$ cat src/rtl/alu_seq_unit.sv
// ---------------------------------------------------------------------------
// alu_seq_unit
//   Single-request sequential ALU. A request (A, B, Ctrl) is captured when
//   in_valid && in_ready. Simple opcodes produce a result in one cycle; MUL
//   (when built in) runs a 32-step shift-add multiplier first. The result is
//   held in HOLD until the consumer takes it with out_ready, after which the
//   block returns to IDLE and can accept the next request.
//
//   Opcodes: 0 ADD, 1 SUB, 2 AND, 3 OR, 4 XOR, 5 SLL, 6 SRL, 7 MUL,
//            8 SLT (signed). Anything else -> Y=0, zero=1, err=1.
//
//   Build option:
//     ALU_SEQ_UNIT_MUL_EN  defined   -> opcode 7 is a 32-cycle unsigned MUL
//                          undefined -> no EXEC state / multiplier, opcode 7
//                                       is reported as illegal
//
// Ports:
//   clk        in   clock, rising edge
//   rst_n      in   asynchronous active-low reset
//   in_valid   in   request valid
//   in_ready   out  block idle, request will be taken this edge
//   A, B       in   32-bit operands
//   Ctrl       in   5-bit opcode
//   out_valid  out  result presented
//   out_ready  in   consumer takes the result this edge
//   Y          out  32-bit result
//   zero       out  Y == 0 for the presented result
//   err        out  opcode was illegal or not built in
// ---------------------------------------------------------------------------
module alu_seq_unit (
    input  logic        clk,
    input  logic        rst_n,
    input  logic        in_valid,
    output logic        in_ready,
    input  logic [31:0] A,
    input  logic [31:0] B,
    input  logic [4:0]  Ctrl,
    output logic        out_valid,
    input  logic        out_ready,
    output logic [31:0] Y,
    output logic        zero,
    output logic        err
);

    localparam logic [4:0] OP_ADD = 5'd0;
    localparam logic [4:0] OP_SUB = 5'd1;
    localparam logic [4:0] OP_AND = 5'd2;
    localparam logic [4:0] OP_OR  = 5'd3;
    localparam logic [4:0] OP_XOR = 5'd4;
    localparam logic [4:0] OP_SLL = 5'd5;
    localparam logic [4:0] OP_SRL = 5'd6;
`ifdef ALU_SEQ_UNIT_MUL_EN
    localparam logic [4:0] OP_MUL = 5'd7;
`endif
    localparam logic [4:0] OP_SLT = 5'd8;

    typedef enum logic [1:0] {
        IDLE = 2'd0,
`ifdef ALU_SEQ_UNIT_MUL_EN
        EXEC = 2'd1,
`endif
        HOLD = 2'd2
    } state_t;

    // Registered result as presented on the output port.
    typedef struct packed {
        logic [31:0] y;
        logic        zero;
        logic        err;
    } res_t;

    state_t state, state_nxt;
    res_t   res_q;

    logic        accept;
    logic [31:0] alu_y;
    logic        alu_err;
    logic        is_mul;

    assign accept = in_valid && in_ready;

    // ------------------------------------------------------------------
    // Single-cycle operations, evaluated directly on the request inputs so
    // the answer can be registered on the accepting edge.
    // ------------------------------------------------------------------
    always_comb begin
        alu_y   = '0;
        alu_err = 1'b0;
        is_mul  = 1'b0;
        case (Ctrl)
            OP_ADD:  alu_y = A + B;
            OP_SUB:  alu_y = A - B;
            OP_AND:  alu_y = A & B;
            OP_OR:   alu_y = A | B;
            OP_XOR:  alu_y = A ^ B;
            OP_SLL:  alu_y = A << B[4:0];
            OP_SRL:  alu_y = A >> B[4:0];
`ifdef ALU_SEQ_UNIT_MUL_EN
            OP_MUL:  is_mul = 1'b1;
`endif
            OP_SLT:  alu_y = {31'd0, ($signed(A) < $signed(B))};
            default: alu_err = 1'b1;   // alu_y stays 0, so zero reports 1
        endcase
    end

`ifdef ALU_SEQ_UNIT_MUL_EN
    // ------------------------------------------------------------------
    // Shift-add multiplier: one bit of B per cycle, LSB first. Only the low
    // 32 bits of the product are kept, so the multiplicand can simply shift
    // its upper bits out.
    // ------------------------------------------------------------------
    logic [31:0] mul_acc, mul_mcand, mul_mplier;
    logic [4:0]  mul_cnt;
    logic [31:0] mul_acc_nxt;
    logic        mul_last;

    assign mul_acc_nxt = mul_mplier[0] ? (mul_acc + mul_mcand) : mul_acc;
    assign mul_last    = (state == EXEC) && (mul_cnt == 5'd31);

    always_ff @(posedge clk or negedge rst_n) begin
        if (!rst_n) begin
            mul_acc    <= '0;
            mul_mcand  <= '0;
            mul_mplier <= '0;
            mul_cnt    <= '0;
        end else if (accept && is_mul) begin
            mul_acc    <= '0;
            mul_mcand  <= A;
            mul_mplier <= B;
            mul_cnt    <= '0;
        end else if (state == EXEC) begin
            mul_acc    <= mul_acc_nxt;
            mul_mcand  <= mul_mcand << 1;
            mul_mplier <= mul_mplier >> 1;
            mul_cnt    <= mul_cnt + 5'd1;
        end
    end
`endif

    // ------------------------------------------------------------------
    // State machine
    // ------------------------------------------------------------------
    always_ff @(posedge clk or negedge rst_n) begin
        if (!rst_n) state <= IDLE;
        else        state <= state_nxt;
    end

    always_comb begin
        state_nxt = state;
        in_ready  = 1'b0;
        out_valid = 1'b0;
        case (state)
            IDLE: begin
                in_ready = 1'b1;
                if (in_valid) state_nxt = HOLD;
`ifdef ALU_SEQ_UNIT_MUL_EN
                if (in_valid && is_mul) state_nxt = EXEC;
`endif
            end
`ifdef ALU_SEQ_UNIT_MUL_EN
            EXEC: begin
                if (mul_last) state_nxt = HOLD;
            end
`endif
            HOLD: begin
                out_valid = 1'b1;
                if (out_ready) state_nxt = IDLE;
            end
            default: state_nxt = IDLE;
        endcase
    end

    // ------------------------------------------------------------------
    // Result register. Loaded only on acceptance (single-cycle ops) or on
    // the final multiplier step, so it is frozen throughout HOLD.
    // ------------------------------------------------------------------
    always_ff @(posedge clk or negedge rst_n) begin
        if (!rst_n) begin
            res_q <= '0;
        end else if (accept && !is_mul) begin
            res_q.y    <= alu_y;
            res_q.zero <= (alu_y == 32'd0);
            res_q.err  <= alu_err;
        end
`ifdef ALU_SEQ_UNIT_MUL_EN
        else if (mul_last) begin
            res_q.y    <= mul_acc_nxt;
            res_q.zero <= (mul_acc_nxt == 32'd0);
            res_q.err  <= 1'b0;
        end
`endif
    end

    assign Y    = res_q.y;
    assign zero = res_q.zero;
    assign err  = res_q.err;

endmodule

$ cat config.mk
export PLATFORM = sky130hd
export DESIGN_NAME = alu_seq_unit
export DESIGN_NICKNAME = d
export VERILOG_FILES = /design/src/rtl/alu_seq_unit.sv
export SDC_FILE = /design/constraint.sdc
export NUM_CORES = 1
export LEC_CHECK = 0
export BUFFER_PORTS_ARGS = -buffer_cell sky130_fd_sc_hd__buf_2
export CAP_MARGIN = 20
export CORE_ASPECT_RATIO = 1.1
export CORE_UTILIZATION = 62
export DETAILED_ROUTE_END_ITERATION = 16
export PLACE_DENSITY = 0.9
export SKIP_LAST_GASP = 1
export SYNTH_ARGS = -nofsm -noshare
export SYNTH_HDL_FRONTEND = slang
export SYNTH_SLANG_ARGS = --single-unit
$ cat constraint.sdc
create_clock -name clk -period 2.7 [get_ports clk]
set_input_delay 0 -clock clk [delete_from_list [all_inputs] [get_ports clk]]
set_output_delay 0 -clock clk [all_outputs]
set_load 0.01 [all_outputs]
==> impl_metrics.yaml, run 1 <==
yosys:
  ys_types: 85
  yosysWarnings: 0
  synth_area_mm2: 0.0104
  synth.area.top_cells: "ha_1, dfrtp_1, mux2i_1, mux4_2, a21oi_1"
  ys_seq_area_share_pct: 8.46
  synth_edf_count: 0
  synth-seq-cells: 35
  synthArstFlopShare_pct: 100
  syn_area_per_cell_um2: 7.17
  synth_ff_type: "dfrtp_1"
  synth_nets: 1624
  yosys.area.top_type: "ha_1"
  netlist.area_leader.share_pct: 12.7
  syn_inst: 1444
placed_design:
  gp_congestion: 1.33
  io_buffers: 108
  dp.cells: 2164
  post-dp-hpwl_um: 47400
clocking:
  cts.sinks: 35
  ctsRootBufferMaster: "clkbuf_16"
  cts_max_path_buffers: 2
  cts_max_level: 2
  numCtsBuffers: 5
floorplan:
  fp.dieH_um: 138
  rows: 49
  io_pins: 109
  start_util_pct: 63.3
  die_x_um: 125
global_routing:
  gr-total-overflow: 1229
  grt_pass1_wl_um: 130000
  grt.total_usage_pct: 98.4
  grt_max_degree: 50
  grt_pass1_vias: 21200
status:
  error_line: "[ERROR GRT-0116] Global routing finished with congestion. Check the congestion regions in the DRC Viewer."
  status: "did not finish"
  flow.stopped_at: "global routing (5_1_grt)"
[what timing repair did]
item / 4_1_cts
pin swaps: 27
endpoints found under the setup margin: 22
cloned: 0
hold endpoints to repair: 36
hold buffers: 2
setup buffers: 10
gates resized for setup: 78
[cell families after synthesis]
kind of cell	share of synthesized area (%)
buf+inv	8.00
xor+xnor	0.338
simple gates	21.8
compound gates	33.1
flops	8.46
fa+ha+maj	13.1
mux	15.3
[metal layers]
layer	track usage, %	overflow
met3	77.1	14
met4	115	307
met1	87.7	42
met5	66.8	13
met2	125	853
[cells in the mapped netlist (12+ instances only)]
library cell and n:
a22oi_1 24, mux4_2 26, o31ai_1 17, dfrtp_1 35
o221ai_1 18, nand3_1 36, ha_1 105, nor2_1 130
nand2_1 128, nand4_1 13, nand2b_1 18, o211ai_1 23
o21ai_0 88, nor2b_1 17, a21oi_1 110, o22ai_1 21
inv_1 103, a31oi_1 12, nor3_1 44, and3_1 15
mux2_2 29, a21o_1 12, a211oi_1 23, a221oi_1 26
or3_1 14, clkbuf_1 70, buf_2 17, nor4_1 19
mux2i_1 62
[stage by stage]
stage                     setup TNS [ps]  util, %  worst slack [ps]  cell area [µm²]  hold WS (ps)
after CTS                           -699     93.4              -369            15300           331
after detailed placement          -11430     89.6             -1120            14700          85.7
after global placement             -6680     89.6              -731            14700          77.4
after floorplan                    -1840        -              -584            10500          -296
==> run 2, diff against run 1 <==
--- a/config.mk
+++ b/config.mk
@@ -7,10 +7,9 @@
 export LEC_CHECK = 0
 export BUFFER_PORTS_ARGS = -buffer_cell sky130_fd_sc_hd__buf_2
 export CAP_MARGIN = 20
-export CORE_ASPECT_RATIO = 1.1
-export CORE_UTILIZATION = 62
+export CORE_UTILIZATION = 40
 export DETAILED_ROUTE_END_ITERATION = 16
-export PLACE_DENSITY = 0.9
+export PLACE_DENSITY_LB_ADDON = 0.15
 export SKIP_LAST_GASP = 1
 export SYNTH_ARGS = -nofsm -noshare
 export SYNTH_HDL_FRONTEND = slang
==> run 2 against run 1 <==
The flow now finishes, with violations (negative setup slack). Synthesized cell count did not move. Area after synthesis did not move.
==> impl_metrics.yaml, run 2 <==
detailed_routing:
  vias_per_cell: 6.16
  drt_first_pass_iters: 6
  drt-met1-wl_um: 23200
  wl_met3_um: 4570
  highest_layer: "met5"
  ant_nets: 0
  drc: 0
  wire_per_inst_um: 23.9
  drt-total-wl_um: 57600
  met2WireLength_um: 25000
  drtIter0Drc: 1708
  vias: 14800
cells_and_area:
  fill_cells: 2304
  nNetsFinal: 2257
  drive_gt1_share_pct: 44.4
  diodes: 0
  multiInputGateArea_mm2: 0.00939
  regArea_um2: 876
  area_delta_synth_final_pct: 60.4
  final_cell_mix: "buf_4, nor2_1, nand2_1"
  largest_reg_flops: 32
  final_common_cell: "buf_4"
  finalInstanceArea_mm2: 0.0166
global_routing:
  antenna_found_initial: 1
  grt.total_usage_pct: 42.8
  gr-total-overflow: 0
  grt_pass1_vias: 14400
  grt_pass1_wl_um: 85700
  grt_max_degree: 50
sta:
  clock_skew_ps: 2.68
  grt_setup_unrepaired: "true"
  layout_min_cycle_time_ps: 3180
  hold_viol: 0
  setup_viol: 8
  fmax_mhz: 314
  min_period_over_period_pct: 118
  tightest_slew_ps: 820
  hold_ws_ps: 336
  slew_headroom_pct: 45.4
  report.final.slew_viol_count: 0
  fin_ws_ps: -481
hold_path:
  hold_path_class: "in2reg"
yosys:
  ys_types: 85
  synth_commonest_cells: "nor2_1, nand2_1, a21oi_1"
  synth_ff_type: "dfrtp_1"
  synth-seq-cells: 35
  syn_inst: 1444
  synth_edf_count: 0
  synth_area_mm2: 0.0104
  ys_seq_area_share_pct: 8.46
  synthArstFlopShare_pct: 100
  yosys.area.top_type: "ha_1"
  syn_area_per_cell_um2: 7.17
  synth.area.top_cells: "ha_1, dfrtp_1, mux2i_1, mux4_2, a21oi_1"
  netlist.area_leader.share_pct: 12.7
  yosysWarnings: 0
  synth_most_common_cell: "nor2_1"
  synth_nets: 1624
clocking:
  ctsRootBufferMaster: "clkbuf_16"
  clk_latency_ps: 280
  cts_max_path_buffers: 2
  cts_tree: "yes"
  clkTransAtPathRegs_ps: 60
  cts_max_level: 2
  numCtsBuffers: 5
  cts.sinks: 35
floorplan:
  io_pins: 109
  fp.dieH_um: 163
  start_util_pct: 40.9
  core_mm2: 0.0253
  rows: 58
  die_x_um: 163
  dieArea_mm2: 0.0265
critical_path:
  cp_max_fo: 8
  crit_type: "in2reg"
  critPathRequiredTime_ps: 2920
  cp-end-kind: "flip-flop"
  arrival_ps: 3400
  cp-start-kind: "input port"
placed_design:
  post-dp-hpwl_um: 48000
  gp_congestion: 1.03
  place_area_mm2: 0.0155
  io_buffers: 108
  place_ws_ps: -1080
status:
  violations: "negative setup slack"
  status: "finished, violations left"
power:
  leakage_nw: 8.00
  p_total_mw: 4.78
  ir_drop_mv: 0.352
  cellPowerDensity_mw_per_mm2: 288
job:
  max-cap-violations: 0
run 2: cell counts after synthesis:
No cell type changed its count.
run 2: cells by family (layout without fill, tap and decap cells):
logic type | Yosys count | count (layout) | share of synthesized area [%]
xor gates and xnor gates | 4 | 4 | 0.338
DFF | 35 | 35 | 8.46
buffers and inverters | 207 | 841 | 8.00
adders and majority gates | 107 | 107 | 13.1
muxes | 120 | 120 | 15.3
AOI/OAI and AO/OA | 498 | 498 | 33.1
and+or+nand+nor | 473 | 473 | 21.8
run 2: final timing paths:
check	startpoint	endpoint	slack, ps	cells after the start
setup reg to reg	state[1]$_DFFE_PN0P_	zero$_DFFE_PN0P_	80	11
min in group asynchronous	rst_n	Y[26]$_DFFE_PN0P_	370	2
hold reg to reg	Y[20]$_DFFE_PN0P_	Y[20]$_DFFE_PN0P_	470	2
hold / removal	in_valid	state[1]$_DFFE_PN0P_	340	4
setup / recovery	B[1]	zero$_DFFE_PN0P_	-480	13
max in group asynchronous	rst_n	Y[14]$_DFFE_PN0P_	1810	2
run 2: cell type report:
type	count	share of cell area, %
tap	330	2.49
timing repair buffer	730	32.4
inverter	103	2.34
sequential	35	5.27
clock inverter	2	0.211
multi-input combinational	1202	56.5
clock buffer	6	0.836
run 2: power by group:
group	total, mW	switching [mW]	internal (mW)	leakage [nW]
Combinational	3.43	1.83	1.60	7.46
Clock	0.688	0.229	0.459	0.0868
Sequential	0.655	0.0415	0.614	0.458
run 2: critical path: stages:
cell and delay, ps:
buf_12 130, buf_4 160, mux2_4 330, mux2_4 280
mux4_2 480, and2_4 160, or4_4 460, a2111o_1 390
o21a_1 220, a221oi_2 230, nand4_1 200, nor3_2 190
a32o_2 180
run 2: timing repair:
| item | in CTS | in global routing |
|---|---|---|
| gates resized for setup | 91 | 75 |
| gates cloned | 0 | 0 |
| buffers inserted | 15 | 3 |
| pin swaps | 24 | 28 |
| hold endpoints to repair | 36 | 0 |
| setup endpoints to repair | 21 | 18 |
| hold buffers | 2 | 0 |
run 2: layer usage:
| layer | track usage (%) | vias to the layer above |
|---|---|---|
| li1 | - | 6740 |
| met3 | 5.45 | 220 |
| met5 | 0 | - |
| met2 | 67.1 | 861 |
| met4 | 29.9 | 2 |
| met1 | 54.3 | 7021 |
run 2: stage by stage:
stage	utilization [%]	std cells	TNS, ps
2_1_floorplan	-	1444	-1840
3_3_place_gp	61.4	2380	-11440
3_5_place_dp	61.4	2380	-12670
4_1_cts	64.2	2405	-1170
5_1_grt	65.6	2408	-2120
6_report	65.6	2408	-1340
Power figures use the tool's default switching activity.
==> run 3, diff against run 2 <==
--- a/config.mk
+++ b/config.mk
@@ -8,6 +8,8 @@
 export BUFFER_PORTS_ARGS = -buffer_cell sky130_fd_sc_hd__buf_2
 export CAP_MARGIN = 20
 export CORE_UTILIZATION = 40
+export CTS_BUF_LIST = sky130_fd_sc_hd__clkbuf_16
+export CTS_CLUSTER_SIZE = 40
 export DETAILED_ROUTE_END_ITERATION = 16
 export PLACE_DENSITY_LB_ADDON = 0.15
 export SKIP_LAST_GASP = 1
==> run 3 against run 2 <==
The run still ends with negative setup slack left. Sequential power about the same. Count of clock-buffer cells in the layout shrank 1. Clock skew fell by 0.70 ps. Combinational power about the same. Via count increased by 0.61%. Register-to-register slack hardly changed. Die area did not move. Maximum frequency up 0.13%. Power barely moved.
==> impl_metrics.yaml, run 3 (synthesis results as in run 2) <==
placed_design:
  io_buffers: 108
  dp.cells: 2380
  gp_congestion: 1.03
  post-dp-hpwl_um: 48000
  place_area_mm2: 0.0155
power:
  pwr-share-comb_pct: 72.5
  p_total_mw: 4.78
  switching_share_pct: 44.2
  ir_drop_mv: 0.352
  clock_power_share_pct: 13.7
  power.internal_mw: 2.66
  pwr-share-seq_pct: 13.7
  leakage_nw: 8.02
  power_switching_mw: 2.11
  cellPowerDensity_mw_per_mm2: 286
floorplan:
  fp.dieH_um: 163
  die_x_um: 163
  rows: 58
  core_mm2: 0.0253
  io_pins: 109
  dieArea_mm2: 0.0265
  start_util_pct: 40.9
cells_and_area:
  final_cell_mix: "buf_4, nor2_1, nand2_1"
  area_delta_synth_final_pct: 61.2
  nNetsFinal: 2262
  final_common_cell: "buf_4"
  fill_cells: 2296
  largest_reg_flops: 32
  finalInstanceArea_mm2: 0.0167
  postLayoutCoreUtil_pct: 65.9
  instances_no_fill: 2413
  drive_gt1_share_pct: 45.0
  diodes: 0
sta:
  layout_min_cycle_time_ps: 3180
  hold_ws_ps: 332
  fmax_mhz: 315
  fin_ws_ps: -477
  min_period_over_period_pct: 118
  tightest_slew_ps: 822
  setup_viol: 8
  hold_viol: 0
  report.final.slew_viol_count: 0
  slew_headroom_pct: 45.2
  grt_setup_unrepaired: "true"
  clock_skew_ps: 1.98
detailed_routing:
  drtIter0Drc: 1791
  drc: 0
  drt-total-wl_um: 57800
  wire_per_inst_um: 24.0
  vias: 14900
  vias_per_cell: 6.19
  drt_first_pass_iters: 7
  ant_nets: 0
global_routing:
  grt_pass1_wl_um: 85700
  grt.total_usage_pct: 42.8
  grt_pass1_vias: 14400
  gr-total-overflow: 0
  antenna_found_initial: 1
  grt_max_degree: 50
critical_path:
  cp-end-kind: "flip-flop"
  cpPeakStageDelay_ps: 480
  critPathRequiredTime_ps: 2920
  rr_worst_depth: 11
  arrival_ps: 3400
  cp-start-kind: "input port"
  slowest_stage: "mux4_2"
  crit_path_frequent_cell: "mux2_4"
  crit_type: "in2reg"
  cp_max_fo: 8
  crit_chain: "buf_12 -> buf_4 -> mux2_4 -> mux2_4 -> mux4_2 -> and2_4 -> or4_4 -> a2111o_1 -> o21a_1 -> a221oi_2 -> nand4_1 -> nor3_2 -> a32o_2"
clocking:
  cts_tree: "yes"
  cts.sinks: 35
  cts_max_path_buffers: 2
  numCtsBuffers: 5
  cts_max_level: 2
  clk_latency_ps: 280
  clkTransAtPathRegs_ps: 60
  ctsRootBufferMaster: "clkbuf_16"
job:
  max-cap-violations: 0
status:
  violations: "negative setup slack"
  status: "finished, violations left"
hold_path:
  hold_path_class: "in2reg"
  hold_depth: 4
-- run 3: changes by cell type in the layout (fill, tap and decap cells not counted), sizes merged --
cell | before | now
clkinv | 1 | 2
clkbuf | 6 | 5
buf | 728 | 733
-- run 3: stage by stage --
step                      TNS (ps)  setup WS, ps
after global placement      -11440         -1080
after global routing         -1980          -569
after detailed placement    -12670         -1080
after CTS                    -1170          -458
final                        -1290          -477
after floorplan              -1840          -584
-- run 3: power by group through the flow --
stage	clock, mW	sequential [mW]	combinational [mW]
after floorplan	0	0.710	1.37
after global placement	0	0.660	3.09
after detailed placement	0	0.664	3.11
after CTS	0.666	0.655	3.25
after global routing	0.690	0.665	3.66
final	0.656	0.655	3.46
-- run 3: final cells by class --
class | count | area [µm²] | share of cell area, %
multi-input cells | 1202 | 9440 | 56.5
repair buffers | 735 | 5420 | 32.4
flip-flops and latches | 35 | 876 | 5.24
well taps | 330 | 413 | 2.47
inverters | 103 | 392 | 2.35
clock buffers | 5 | 125 | 0.749
clock inverters | 3 | 38.8 | 0.232
-- run 3: critical path: cells and delay by family --
kind            cells  cell delay [ps]
mux                 3             1080
compound gates      4             1020
simple gates        4             1010
buf+inv             2              290
-- run 3: what timing repair did --
item,4_1_cts,5_1_grt
hold buffers,2,0
pin swaps,24,32
setup endpoints to repair,21,18
hold endpoints to repair,36,0
gates resized for setup,91,93
gates cloned,0,0
buffers inserted,15,8
-- run 3: layer usage --
metal / vias up / routed length (µm) / track usage, %
met5: - / 15 / 0
met4: 2 / 4760 / 29.6
met3: 222 / 4780 / 6.04
met2: 849 / 25100 / 67.4
met1: 7105 / 23200 / 53.8
li1: 6757 / - / -
-- run 3: worst paths after layout --
kind / slack (ps) / endpoint / start
max in group asynchronous: 1810 / Y[5]$_DFFE_PN0P_ / rst_n
hold reg to reg: 470 / Y[20]$_DFFE_PN0P_ / Y[20]$_DFFE_PN0P_
setup / recovery: -480 / zero$_DFFE_PN0P_ / B[1]
hold / removal: 330 / state[1]$_DFFE_PN0P_ / in_valid
min in group asynchronous: 370 / Y[25]$_DFFE_PN0P_ / rst_n
setup reg to reg: 80 / zero$_DFFE_PN0P_ / state[1]$_DFFE_PN0P_
==> run 4, diff against run 3 <==
==> constraint.sdc (replaced) <==
create_clock -name clk -period 2.55 [get_ports clk]
set_input_delay 0 -clock clk [delete_from_list [all_inputs] [get_ports clk]]
set_output_delay 0 -clock clk [all_outputs]
set_load 0.01 [all_outputs]
==> run 4 against run 3 <==
The run still ends with negative setup slack left. Worst hold slack got worse by 1.2 ps. Clock skew rose by 2.2 ps. First-iteration DRC count increased by 3.2%. Wire length increased by 2.5%. Sequential power up 6.9%. Critical endpoint unchanged. Combinational power up 12%. Power rose by 11%. Critical path depth unchanged. Register-to-register slack got worse by 90 ps.
==> impl_metrics.yaml, run 4 (synthesis results as in run 2) <==
status:
  status: "finished, violations left"
  violations: "negative setup slack"
sta:
  slew_headroom_pct: 43.6
  grt_setup_unrepaired: "true"
  fin_tns_setup_ps: -3140
  fin_ws_ps: -524
  setup_viol: 16
  tightest_slew_ps: 846
  report.final.slew_viol_count: 0
  layout_min_cycle_time_ps: 3070
  hold_viol: 0
  clock_skew_ps: 4.14
  fmax_mhz: 325
  min_period_over_period_pct: 121
critical_path:
  rr_endpoint: "zero$_DFFE_PN0P_"
  arrival_ps: 3300
  r2r_slack_ps: -10
  cp-start-kind: "input port"
  cp-end-kind: "flip-flop"
  critPathRequiredTime_ps: 2770
  rr_worst_depth: 11
  cp-startpoint: "B[1]"
  crit_type: "in2reg"
  critPathCapture: "zero$_DFFE_PN0P_"
  r2r_start: "state[1]$_DFFE_PN0P_"
  cp_max_fo: 6
clocking:
  clk_latency_ps: 280
  cts_tree: "yes"
  numCtsBuffers: 5
  ctsRootBufferMaster: "clkbuf_16"
  cts.sinks: 35
  clkTransAtPathRegs_ps: 60
  cts_max_level: 2
  cts_max_path_buffers: 2
detailed_routing:
  drtIter0Drc: 1848
  vias: 15300
  vias_per_cell: 6.21
  drt-total-wl_um: 59300
  wire_per_inst_um: 24.1
  drc: 0
  ant_nets: 0
  drt_first_pass_iters: 8
floorplan:
  rows: 58
  fp.dieH_um: 163
  start_util_pct: 40.9
  die_x_um: 163
  dieArea_mm2: 0.0265
  io_pins: 109
  core_mm2: 0.0253
power:
  cellPowerDensity_mw_per_mm2: 305
  clock_power_share_pct: 13.7
  power.internal_mw: 2.96
  leakage_nw: 8.35
  pwr-share-comb_pct: 73.1
  switching_share_pct: 44.2
  ir_drop_mv: 0.429
  power_switching_mw: 2.35
  p_total_mw: 5.31
  pwr-share-seq_pct: 13.2
cells_and_area:
  instances_no_fill: 2458
  diodes: 0
  finalInstanceArea_mm2: 0.0174
  fill_cells: 2187
  nNetsFinal: 2307
  final_cell_mix: "buf_4, nand2_1, nor2_1"
  drive_gt1_share_pct: 47.4
  final_common_cell: "buf_4"
  area_delta_synth_final_pct: 68.2
  largest_reg_flops: 32
global_routing:
  grt_pass1_vias: 14700
  gr-total-overflow: 0
  grt_pass1_wl_um: 87900
  antenna_found_initial: 0
  grt_max_degree: 50
  grt.total_usage_pct: 43.8
hold_path:
  hold_path_class: "in2reg"
placed_design:
  gp_congestion: 1.05
  place_area_mm2: 0.0159
  io_buffers: 108
  place_ws_ps: -1230
  post-dp-hpwl_um: 48600
  dp.cells: 2416
job:
  max-cap-violations: 0
run 4: worst max-delay path, stage by stage:
cell and delay (ps):
buf_12 130, buf_8 130, mux2_4 300, mux2_2 280, mux4_2 500, and2_0 180, or4_4 460, a2111o_1 330
o21a_1 220, a221oi_2 280, nand4_1 180, nor3_2 120, a32o_2 170
run 4: layout make-up:
| cell class | count | area [µm²] | share of cell area, % |
|---|---|---|---|
| clock buffer | 5 | 125 | 0.718 |
| clock inverter | 3 | 43.8 | 0.251 |
| inverter | 103 | 400 | 2.30 |
| multi-input combinational | 1202 | 9730 | 55.8 |
| sequential | 35 | 876 | 5.03 |
| tap | 330 | 413 | 2.37 |
| timing repair buffer | 780 | 5840 | 33.5 |
run 4: worst min-delay path by stage:
stage / startpoint / to / slack [ps] / cells after the start
2_1_floorplan: rst_n / Y[0]$_DFFE_PN0P_ / -300 / 0
3_3_place_gp: rst_n / Y[28]$_DFFE_PN0P_ / 100 / 1
3_5_place_dp: rst_n / Y[28]$_DFFE_PN0P_ / 150 / 1
4_1_cts: in_valid / state[1]$_DFFE_PN0P_ / 330 / 4
5_1_grt: in_valid / state[1]$_DFFE_PN0P_ / 370 / 4
6_report: in_valid / state[1]$_DFFE_PN0P_ / 330 / 4
run 4: per-stage QoR:
step	hold WS (ps)	util, %
after floorplan	-296	-
after global placement	99.1	62.8
after detailed placement	147	62.8
after CTS	327	66.9
after global routing	366	68.8
final	330	68.8
run 4: power groups by stage:
stage                     registers (mW)  clock network (mW)  logic, mW
final                              0.700               0.728       3.89
after global routing               0.711               0.758       4.09
after CTS                          0.699               0.728       3.65
after detailed placement           0.708                   0       3.41
after global placement             0.699                   0       3.38
after floorplan                    0.752                   0       1.48
run 4: layer usage:
metal / vias up / share of wire, % / GRT usage (%)
li1: 6827 / - / -
met2: 932 / 44 / 71.4
met1: 7304 / 40 / 56.0
met3: 204 / 9.1 / 7.10
met4: 0 / 6.3 / 21.3
met5: - / 0 / 0
run 4: repair_timing:
action	CTS	global route
gates cloned	0	0
buffers inserted	25	10
setup endpoints to repair	22	21
hold buffers	2	0
pin swaps	41	39
gates resized for setup	153	77
hold endpoints to repair	36	0
